==> src/rtl/ptp_reg_wr_arb.sv <==
`default_nettype none
// ============================================================================
// Module   : ptp_reg_wr_arb
// Purpose  : Two-port round-robin arbiter with lock for the PTP clock register
//            write interface. Optional macro PTP_REG_WR_ARB_TIMEOUT_EN adds a
//            downstream ack timeout.
// Revision : 1.0 - initial release
// ============================================================================
module ptp_reg_wr_arb #(
    parameter int ADDR_WIDTH     = 16,
    parameter int DATA_WIDTH     = 32,
    parameter int STRB_WIDTH     = DATA_WIDTH / 8,
    parameter int TIMEOUT_CYCLES = 255
) (
    input  logic                  clk,
    input  logic                  rst,

    input  logic [ADDR_WIDTH-1:0] reg_wr_addr_0,
    input  logic [DATA_WIDTH-1:0] reg_wr_data_0,
    input  logic [STRB_WIDTH-1:0] reg_wr_strb_0,
    input  logic                  reg_wr_en_0,
    input  logic                  reg_wr_lock_0,
    output logic                  reg_wr_wait_0,
    output logic                  reg_wr_ack_0,

    input  logic [ADDR_WIDTH-1:0] reg_wr_addr_1,
    input  logic [DATA_WIDTH-1:0] reg_wr_data_1,
    input  logic [STRB_WIDTH-1:0] reg_wr_strb_1,
    input  logic                  reg_wr_en_1,
    input  logic                  reg_wr_lock_1,
    output logic                  reg_wr_wait_1,
    output logic                  reg_wr_ack_1,

    output logic [ADDR_WIDTH-1:0] m_reg_wr_addr,
    output logic [DATA_WIDTH-1:0] m_reg_wr_data,
    output logic [STRB_WIDTH-1:0] m_reg_wr_strb,
    output logic                  m_reg_wr_en,
    input  logic                  m_reg_wr_wait,
    input  logic                  m_reg_wr_ack,

    output logic                  timeout_err
);

    typedef enum logic [1:0] {
        IDLE = 2'd0,
        BUSY = 2'd1,
        HOLD = 2'd2
    } state_t;

    state_t state;
    logic   grant;
    logic   last_grant;
    logic   viol;
    logic   tmo_hit;

    logic                  req_0;
    logic                  req_1;
    logic                  pick;
    logic                  g_en;
    logic                  g_lock;
    logic                  g_req;
    logic                  g_ok;
    logic [ADDR_WIDTH-1:0] cap_addr;
    logic [DATA_WIDTH-1:0] cap_data;
    logic [STRB_WIDTH-1:0] cap_strb;

    // A requester still sees en high during its ack cycle; masking it there
    // prevents a duplicate grant of the write that was just completed.
    assign req_0 = reg_wr_en_0 & ~reg_wr_ack_0;
    assign req_1 = reg_wr_en_1 & ~reg_wr_ack_1;

    assign reg_wr_wait_0 = req_0;
    assign reg_wr_wait_1 = req_1;

    wire unused_m_wait = m_reg_wr_wait;

    always_comb begin
        pick = grant;
        if (state == IDLE) begin
            pick = (req_0 && req_1) ? ~last_grant : req_1;
        end
        g_en     = grant ? reg_wr_en_1   : reg_wr_en_0;
        g_lock   = grant ? reg_wr_lock_1 : reg_wr_lock_0;
        g_req    = grant ? req_1         : req_0;
        g_ok     = g_en & ~viol;
        cap_addr = pick ? reg_wr_addr_1 : reg_wr_addr_0;
        cap_data = pick ? reg_wr_data_1 : reg_wr_data_0;
        cap_strb = pick ? reg_wr_strb_1 : reg_wr_strb_0;
    end

    always_ff @(posedge clk) begin
        if (rst) begin
            state         <= IDLE;
            grant         <= 1'b0;
            last_grant    <= 1'b1;
            viol          <= 1'b0;
            m_reg_wr_en   <= 1'b0;
            m_reg_wr_addr <= '0;
            m_reg_wr_data <= '0;
            m_reg_wr_strb <= '0;
            reg_wr_ack_0  <= 1'b0;
            reg_wr_ack_1  <= 1'b0;
        end else begin
            reg_wr_ack_0 <= 1'b0;
            reg_wr_ack_1 <= 1'b0;
            case (state)
                IDLE: begin
                    if (req_0 || req_1) begin
                        grant         <= pick;
                        m_reg_wr_addr <= cap_addr;
                        m_reg_wr_data <= cap_data;
                        m_reg_wr_strb <= cap_strb;
                        m_reg_wr_en   <= 1'b1;
                        viol          <= 1'b0;
                        state         <= BUSY;
                    end
                end
                BUSY: begin
                    if (m_reg_wr_ack || tmo_hit) begin
                        m_reg_wr_en  <= 1'b0;
                        last_grant   <= grant;
                        reg_wr_ack_0 <= g_ok & ~grant;
                        reg_wr_ack_1 <= g_ok & grant;
                        // A timeout never enters HOLD, which clears any lock.
                        state <= (m_reg_wr_ack && g_ok && g_lock) ? HOLD : IDLE;
                    end else if (!g_en) begin
                        viol <= 1'b1;
                    end
                end
                HOLD: begin
                    if (g_req) begin
                        m_reg_wr_addr <= cap_addr;
                        m_reg_wr_data <= cap_data;
                        m_reg_wr_strb <= cap_strb;
                        m_reg_wr_en   <= 1'b1;
                        viol          <= 1'b0;
                        state         <= BUSY;
                    end else if (!g_lock && !g_en) begin
                        state <= IDLE;
                    end
                end
                default: state <= IDLE;
            endcase
        end
    end

`ifdef PTP_REG_WR_ARB_TIMEOUT_EN
    localparam logic [15:0] TMO_LAST = 16'(TIMEOUT_CYCLES - 1);

    logic [15:0] tmo_cnt;

    assign tmo_hit = (state == BUSY) && !m_reg_wr_ack && (tmo_cnt == TMO_LAST);

    // Held at zero outside BUSY, so every new downstream write starts from 0.
    always_ff @(posedge clk) begin
        if (rst) begin
            tmo_cnt     <= '0;
            timeout_err <= 1'b0;
        end else begin
            timeout_err <= tmo_hit;
            if (state != BUSY || tmo_hit) begin
                tmo_cnt <= '0;
            end else if (!m_reg_wr_ack) begin
                tmo_cnt <= tmo_cnt + 16'd1;
            end
        end
    end
`else
    localparam int unused_timeout_cycles = TIMEOUT_CYCLES;

    assign tmo_hit     = 1'b0;
    assign timeout_err = 1'b0;
`endif

endmodule
`default_nettype wire

==> config.mk <==
export PLATFORM = sky130hd
export DESIGN_NAME = ptp_reg_wr_arb
export DESIGN_NICKNAME = d
export VERILOG_FILES = /design/src/rtl/ptp_reg_wr_arb.sv
export SDC_FILE = /design/constraint.sdc
export NUM_CORES = 1
export LEC_CHECK = 0
export ABC_AREA = 1
export CAP_MARGIN = 20
export CELL_PAD_IN_SITES_DETAIL_PLACEMENT = 0
export CELL_PAD_IN_SITES_GLOBAL_PLACEMENT = 1
export CORE_MARGIN = 2
export CORE_UTILIZATION = 29
export DETAILED_ROUTE_END_ITERATION = 8
export PLACE_DENSITY = 0.86
export SLEW_MARGIN = 20
export SYNTH_ARGS = -nofsm -noshare
export SYNTH_HDL_FRONTEND = slang
export SYNTH_SLANG_ARGS = --single-unit
==> constraint.sdc <==
create_clock -name clk -period 2.6 [get_ports clk]
set_input_delay 0.39 -clock clk [delete_from_list [all_inputs] [get_ports clk]]
set_output_delay 0.39 -clock clk [all_outputs]
set_load 0.01 [all_outputs]
* Word-level counts from Yosys, hierarchy flattened
Cells that the tools add are included.
Word-level totals: register bits after elaboration 60, bits of input ports 112, logic and storage cells 79
Operators by class: reductions and logical operators 17, bitwise logic cells 12, eq/ne operators 8, multiplexer cells 32
Operator list (count):
- 32-bit two-way mux | 3
- 32-bit one-hot mux with 2 select lines | 1
- 16-bit two-way mux | 3
- 16-bit one-hot mux with 2 select lines | 1
- 1-bit two-way mux | 12
- 4-bit two-way mux | 3
- 2-bit two-way mux | 5
- 2-bit != test (second input constant) | 4
- 4-bit one-hot mux with 2 select lines | 1
- 1-bit inverter | 7
- 1-bit one-hot mux with 3 select lines | 2
- 2-bit one-hot mux with 3 select lines | 1
- 3-bit AND reduction | 2
- 1-bit AND | 5
- 5-bit AND reduction | 1
- 1-bit logical AND | 4
- 2-bit AND reduction | 2
- 4-bit AND reduction | 1
- 3-bit != test (second input constant) | 1
- 3-bit nonzero test | 1
- 3-bit OR reduction | 1
- 2-bit by 1-bit equality test with 1-bit output (second input constant) | 1
- 2-bit equality test (second input constant) | 1
- 1-bit logical NOT | 2
- other kinds (4) | 4

* Logic depth before layout (Yosys ltp)
Gate-level depths: netlist of run 1.
depth in word-level cells 8, depth in mapped cells 9, gate-level depth less buffers 8

* Worst setup path before layout of run 1
No wires, ideal clock.
path kind input -> register, start in reg_wr_en_1, end reg m_reg_wr_addr[0], arrival 1.170 ns, data required time 2.481 ns, cell stages on the path 8, setup slack 1.311 ns, cells stage by stage inv_1 > nor2_2 > nand3_2 > nand2_4 > buf_4 > nand2_1 > nand2_1 > a21oi_1
Between the ends: longest elaborated chain between the ends 7
RTL lines:
- start, declared | line 29 | input logic reg_wr_en_1,
- 1-bit AND * | line 70 | assign req_1 = reg_wr_en_1 & ~reg_wr_ack_1;
- net reg_wr_wait_1 | line 31 | output logic reg_wr_wait_1,
- 1-bit logical AND | line 80 | pick = (req_0 && req_1) ? ~last_grant : req_1;
- 1-bit two-way mux | line 80
- 1-bit two-way mux | line 79 | if (state == IDLE) begin
- 16-bit two-way mux | line 86 | cap_addr = pick ? reg_wr_addr_1 : reg_wr_addr_0;
- 16-bit two-way mux (on tied branches) | line 131, 108
- 16-bit one-hot mux with 2 select lines | line 106 | case (state)
- end signal, assigned | line 110 | m_reg_wr_addr <= cap_addr;
- end signal, assigned | line 132 | m_reg_wr_addr <= cap_addr;
- end, declared | line 34 | output logic [ADDR_WIDTH-1:0] m_reg_wr_addr,
Mark *: on every way through the listed nets, which the timed path passes. The rest lies on a longest branch. The select of a mux whose other input is x is not followed. A chain may end at the register's enable or synchronous reset.

* Worst setup path in the final report of run 1
start in reg_wr_en_1, end out reg_wr_wait_1
Between the ends: longest elaborated chain between the ends 1
RTL lines (line):
- 1-bit AND | 70
- end, declared | 31
No other way between the ends.

==> results of run 1 <==
kinds of logic (layout without fill, tap and decap cells):
| kind of cell | count (synthesis) | after routing | synth area share, % |
|---|---|---|---|
| AND/OR/NAND/NOR | 298 | 298 | 35.0 |
| buffers and inverters | 207 | 362 | 22.7 |
| AO/OA/AOI/OAI | 62 | 62 | 9.60 |
| flip-flops | 60 | 60 | 32.6 |
| other | 1 | 1 | 0.102 |
critical path: stages:
cell	delay, ns
clkdlybuf4s50_1	0.53
inv_1	0.07
nor2_2	0.11
clkdlybuf4s50_1	0.54
registers in the layout, indices dropped and copies added, names as in the netlist:
signal         count
m_reg_wr_en        1
viol               1
last_grant         1
m_reg_wr_addr     16
reg_wr_ack_1       1
grant              1
m_reg_wr_strb      4
m_reg_wr_data     32
reg_wr_ack_0       1
state              2
area by class of cell:
cell class,instances,share of cell area (%)
Multi-Input combinational cell,361,28.7
Inverter,169,11.0
Timing Repair Buffer,178,31.0
Clock inverter,2,0.173
Clock buffer,13,4.51
Tap cell,172,3.73
Sequential cell,60,20.8
metal layers:
metal  up-vias  track usage, %  wire, um
li1       2168               -         -
met1      1708            18.8      4690
met2       142            27.5      5020
met3        10            4.53       912
met4         0            4.94       112
met5         -               0         0
synthesized netlist by cell type:
cell type	n
o21bai_1	1
dfxtp_1	60
nand2_4	1
o21ai_0	3
a21oi_1	46
inv_1	166
buf_2	24
inv_2	3
nand3_1	113
nand4_1	1
nor2_1	4
nor2_2	3
nand3_2	1
nor3_1	1
buf_4	6
buf_6	1
nand2_1	171
o21ai_1	1
a21oi_2	10
nand2_2	3
conb_1	1
clkbuf_1	7
o21ai_2	1
how the worst max path moves through the flow:
stage	from	endpoint	slack (ns)	cells after the start
2_1_floorplan	reg_wr_en_1	m_reg_wr_addr[0]	1.31	8
3_3_place_gp	reg_wr_en_1	m_reg_wr_data[13]	0.49	8
3_5_place_dp	reg_wr_en_1	m_reg_wr_data[13]	0.47	8
4_1_cts	reg_wr_en_1	reg_wr_wait_1	0.56	4
5_1_grt	reg_wr_en_1	reg_wr_wait_1	0.49	4
6_report	reg_wr_en_1	reg_wr_wait_1	0.57	4
metrics by stage:
step	hold WS, ns	worst slack (ns)	power (mW)	utilization [%]
final	0.472	0.574	3.16	46.1
after global routing	0.505	0.491	3.37	46.1
after CTS	0.481	0.560	3.21	46.1
after detailed placement	0.468	0.468	2.11	43.9
after global placement	0.458	0.492	2.10	43.9
after floorplan	0.451	1.31	1.62	-
where the power goes:
part           total [mW]  internal [mW]  switching, mW
clock                1.08          0.688          0.390
combinational       0.986          0.517          0.469
sequential           1.09           1.03         0.0615
==> PnR_summary.wiki, run 1 <==
{| class="wikitable"
! Metric !! Value
|-
| Status || finished, final reports clean
|-
| Top achievable clock speed || 494 MHz
|-
| Number of top-level design ports || 170
|-
| Core area || 0.0125 mm2
|-
| Placed wire-length estimate || 7760 um
|-
| Largest net degree at the start of global routing || 53
|-
| Number of fill cells || 1,346
|-
| Max-slew violation count || 0
|-
| Maximum root-to-sink buffer count || 2
|-
| Number of port buffers || 167
|-
| Count of state elements after synthesis || 60
|-
| Number of stages on the worst hold path || 2
|-
| Average vias per placed instance || 4.22
|-
| Number of antenna violations at the first check in global routing || 0
|-
| Setup slack, reg-to-reg || 0.96 ns
|-
| Post-cts hold buffer count || 0
|-
| Type of the tightest min-delay check || flop to flop
|-
| Horizontal die dimension || 117 um
|-
| Sequential cell area || 0.00120 mm2
|-
| Number of distinct standard cells referenced by the synthesized netlist || 23
|-
| Via count of the first global-routing pass || 3,722
|-
| Synth-to-layout area growth || 56.4%
|-
| Number of buffers added by the clock tree synthesis step || 9
|-
| Total global routing track utilization || 15.8%
|-
| Full die area || 0.0136 mm2
|-
| Total number of vias || 4,028
|-
| Terminus of the critical flop-to-flop path || m_reg_wr_addr[3]
|-
| Synthesized instance count || 628
|-
| Share of final-layout standard cells stronger than drive strength 1 || 6.00%
|-
| First-pass GRT wire length || 17,400 um
|-
| Setup Viol. Count Final || 0
|-
| Clk Latency, worst-skew pair || 0.32 ns
|-
| Required time of the critical path || 2.21 ns
|-
| DRC violations left || 0
|-
| Library cell used as clock root buffer || clkbuf_16
|-
| Per-cell routed wire length || 11.2 um
|-
| Total count of hold-check failures in the final report || 0
|-
| Final instance area || 0.00577 mm2
|-
| FF-to-FF Start || grant
|-
| Detailed router's first-iteration violation count || 224
|-
| H-tree levels || 3
|-
| Portion of synthesized cell area occupied by the leading cell type || 32.6%
|-
| Aggregate negative setup slack || 0 ns
|-
| Worst slew margin relative to its limit || 62.3%
|-
| Setup Crit Path Kind || input pin to output port
|-
| Area of the mapped netlist || 0.00369 mm2
|-
| Sequential cell area fraction in the yosys report || 32.6%
|-
| Clock transition at the registers of the reported paths || 0.05 ns
|-
| Power density cells || 547 mW/mm2
|-
| Height of the chip || 117 um
|-
| Mean post-synth cell area || 5.87 um2
|-
| Initial core utilization || 29.5%
|-
| Aggregate routed wire length || 10,700 um
|-
| # nets final || 891
|-
| Highest ir drop seen on vdd || 0.000249 V
|-
| Number of nets with antenna violations after routing || 0
|-
| YS warnings || 0
|-
| Cell count after placement || 940
|-
| Footprint of the multi-input gates || 0.00166 mm2
|-
| Leading cell type in the layout, fill and taps excluded || nand2_1
|-
| Syn_nets || 740
|-
| Yosys top cell by area || dfxtp_1
|-
| Clock net sink count || 60
|-
| Number of cells on the worst reg-to-reg path || 6
|-
| Part of the cycle the worst path needs || 77.9%
|-
| RSZ-0062 raised after global routing || false
|-
| Max-cap violations || 0
|-
| Endpoint class of the critical path || output port
|-
| First-pass DRT Iterations || 5
|-
| CP Max Fanout || 4
|-
| Post-layout min period || 2.03 ns
|-
| Diode insertion count for antenna repair || 0
|-
| Placement Rows || 41
|-
| Leakage power summed over all cells || 3.00 nW
|-
| Global-route congestion overflow total || 0
|-
| Final Non-Filler Cells || 955
|-
| Critical path data arrival time || 1.64 ns
|-
| TritonCTS clock tree || done
|-
| Worst-margin pin slew || 0.566 ns
|-
| End point of the most critical hold path || m_reg_wr_en
|-
| Setup Buffers After CTS || 0
|-
| Crit path launch type || input pin
|-
| Placed standard-cell area || 0.00550 mm2
|-
| Largest cells by area after synthesis || dfxtp_1 (33%), nand2_1 (17%), inv_1 (17%)
|-
| Global placer's final weighted congestion || 0.847
|-
| Leading cell types in the layout, fill and taps excluded || nand2_1 (171), clkdlybuf4s50_1 (167), inv_1 (165), nand3_1 (113), dfxtp_1 (60)
|-
| Worst-case clock skew || 0.00718 ns
|-
| Post-cts resize count || 0
|-
| Worst min-delay path startpoint || m_reg_wr_en
|}
(Power assumes the default switching activity.)
==> run 2, diff against run 1 <==
- CORE_UTILIZATION: 29 -> 27
- PLACE_DENSITY: 0.86 -> 0.81
- clock period: 2.6 -> 1.9 ns (I/O delays scaled with it)
==> run 2 against run 1 <==
First-iteration DRC count is 33% lower. Clock-buffer cell count is 1 lower. Final cell count is 0.94% higher. Routed wire length is 1.8% higher. Non-clock buffer count is 4 higher. Clock skew is 0.0023 ns higher. Die area is 7.1% higher. Setup slack worse by 0.47 ns.
==> PnR_summary.wiki, run 2 (same netlist as run 1, synthesis figures left out) <==
{| class="wikitable"
! Metric !! Value
|-
| Status || finished, final reports clean
|-
| Diode insertion count for antenna repair || 0 (unchanged)
|-
| Largest registers || m_reg_wr_data x32, m_reg_wr_addr x16, m_reg_wr_strb x4
|-
| Clock net sink count || 60 (unchanged)
|-
| Final Non-Filler Cells || 964 (+0.94%)
|-
| Final worst setup slack || 0.108 ns (-0.466 ns)
|-
| H-tree levels || 3 (unchanged)
|-
| TritonCTS clock tree || done
|-
| Critical path endpoint || reg_wr_wait_0
|-
| Via count of the first global-routing pass || 3,845 (+3.3%)
|-
| Total number of vias || 4,055 (+0.67%)
|-
| Critical path data arrival time || 1.51 ns (-0.13 ns)
|-
| Sw Pwr || 1.31 mW (+42%)
|-
| Number of top-level design ports || 170 (unchanged)
|-
| Setup Viol. Count Final || 0 (unchanged)
|-
| Setup Buffers After CTS || 0 (unchanged)
|-
| Clk Latency, worst-skew pair || 0.32 ns (about the same)
|-
| Placed wire-length estimate || 7830 um (+0.88%)
|-
| Beginning of the critical path || reg_wr_en_0
|-
| Synth-to-layout area growth || 60.4%
|-
| Number of antenna violations at the first check in global routing || 0 (unchanged)
|-
| Cell count after placement || 948 (+0.85%)
|-
| Worst min-delay path startpoint || m_reg_wr_en
|-
| CP Max Fanout || 4 (unchanged)
|-
| Leakage power summed over all cells || 3.06 nW (+2.0%)
|-
| DRC violations left || 0 (unchanged)
|-
| Library cell used as clock root buffer || clkbuf_16
|-
| Global placer's final weighted congestion || 0.818 (-3.5%)
|-
| Post-cts resize count || 0 (unchanged)
|-
| Logic gate share of total power || 30.1% (-1.1 points)
|-
| Final instance area || 0.00592 mm2 (+2.5%)
|-
| Crit path launch type || input pin
|-
| Height of the chip || 121 um (+3.5%)
|-
| # nets final || 895 (+0.45%)
|-
| Type of the tightest min-delay check || flop to flop
|-
| Post-layout min period || 1.79 ns
|-
| Aggregate negative setup slack || 0 ns (unchanged)
|-
| Power density cells || 786 mW/mm2 (+44%)
|-
| Number of port buffers || 167 (unchanged)
|-
| Leading cell types in the layout, fill and taps excluded || nand2_1 (171), clkdlybuf4s50_1 (167), inv_1 (165), nand3_1 (113), dfxtp_1 (60)
|-
| Core area || 0.0133 mm2 (+6.2%)
|-
| Top achievable clock speed || 558 MHz
|-
| Clk network pwr share || 37.7% (+3.6 points)
|-
| Sequential fraction of design power || 32.2% (-2.4 points)
|-
| Average vias per placed instance || 4.21 (-0.27%)
|-
| Sequential cell area || 0.00120 mm2 (unchanged)
|-
| Placed standard-cell area || 0.00560 mm2 (+1.8%)
|-
| Highest ir drop seen on vdd || 0.000374 V (+50%)
|-
| Part of the cycle the worst path needs || 94.3%
|-
| Number of nets with antenna violations after routing || 0 (unchanged)
|-
| FF-to-FF Start || grant
|-
| Internal portion of total power || 3.34 mW (+49%)
|-
| Number of flip-flops under the largest register name || 32 (unchanged)
|-
| Detailed router's first-iteration violation count || 150 (-33%)
|-
| Full die area || 0.0146 mm2 (+7.1%)
|-
| Max-slew violation count || 0 (unchanged)
|-
| Post-cts hold buffer count || 0 (unchanged)
|-
| Initial core utilization || 27.7% (-1.7 points)
|-
| Worst-case clock skew || 0.00949 ns (+0.00231 ns)
|-
| Per-cell routed wire length || 11.3 um (+0.81%)
|-
| Clock transition at the registers of the reported paths || 0.05 ns (about the same)
|-
| Register with the most flip-flops || m_reg_wr_data
|-
| Required time of the critical path || 1.62 ns (-0.59 ns)
|-
| RSZ-0062 raised after global routing || false
|-
| Setup slack at placement || 0.101 ns (-0.366 ns)
|-
| Footprint of the multi-input gates || 0.00166 mm2 (unchanged)
|-
| Maximum root-to-sink buffer count || 2 (unchanged)
|-
| Number of cells on the worst reg-to-reg path || 8 (+2)
|-
| Setup Crit Path Kind || input pin to output port
|-
| First-pass DRT Iterations || 4 (-1)
|-
| Core occupancy in the finished layout || 44.5% (-1.6 points)
|-
| Global-route congestion overflow total || 0 (unchanged)
|-
| Placement Rows || 42 (+2.4%)
|-
| Total count of hold-check failures in the final report || 0 (unchanged)
|-
| Largest net degree at the start of global routing || 33 (-38%)
|-
| Endpoint class of the critical path || output port
|-
| Switching power share of the total || 28.2% (-0.98 points)
|-
| Final Total Pwr || 4.65 mW (+47%)
|-
| Share of final-layout standard cells stronger than drive strength 1 || 6.60% (+0.60 points)
|-
| Total global routing track utilization || 14.9% (-0.85 points)
|-
| Number of buffers added by the clock tree synthesis step || 9 (unchanged)
|-
| Horizontal die dimension || 121 um (+3.5%)
|-
| Setup slack, reg-to-reg || 0.39 ns (-0.57 ns)
|-
| Max-cap violations || 0 (unchanged)
|-
| Leading cell type in the layout, fill and taps excluded || nand2_1
|-
| First-pass GRT wire length || 17,800 um (+2.5%)
|-
| Number of fill cells || 1,401 (+4.1%)
|-
| Aggregate routed wire length || 10,900 um (+1.8%)
|-
| Post-route worst hold slack || 0.472 ns (+0.000167 ns)
|-
| Terminus of the critical flop-to-flop path || m_reg_wr_addr[8]
|}
[run 2: cell count changes in the layout (fill, tap and decap cells not counted), sizes merged]
cell and change:
buf +4, bufinv +2, clkbuf -1, clkinv -1
clkinvlp +1
[run 2: layer usage]
layer	up-vias	routed length, um	global-route usage, %
li1	2178	-	-
met1	1739	5030	18.4
met2	133	4860	25.0
met3	5	960	4.98
met4	0	62	3.78
met5	-	0	0
[run 2: how the worst min path moves through the flow]
stage | endpoint | slack (ns) | cells after the start
3_5_place_dp | m_reg_wr_en | 0.47 | 2
2_1_floorplan | grant | 0.35 | 1
3_3_place_gp | m_reg_wr_en | 0.46 | 2
4_1_cts | m_reg_wr_en | 0.48 | 2
5_1_grt | viol | 0.52 | 2
6_report | m_reg_wr_en | 0.47 | 2
[run 2: final cells by class]
| type | count | share of cell area (%) |
|---|---|---|
| sequential | 60 | 20.3 |
| clock inverter | 4 | 1.23 |
| multi-input combinational | 361 | 28.0 |
| timing repair buffer | 182 | 31.8 |
| clock buffer | 12 | 4.17 |
| inverter | 169 | 10.7 |
| tap | 176 | 3.72 |
[run 2: power by group through the flow]
stage          sequential, mW  clock (mW)  combinational, mW
2_1_floorplan            1.58           0              0.644
3_3_place_gp             1.52           0               1.40
3_5_place_dp             1.52           0               1.42
4_1_cts                  1.50        1.79               1.42
5_1_grt                  1.51        1.84               1.56
6_report                 1.50        1.75               1.40
[run 2: worst max-delay path, stage by stage]
cell and delay, ns:
clkdlybuf4s50_1 0.52, nand2_1 0.11, inv_1 0.06, clkdlybuf4s50_1 0.53
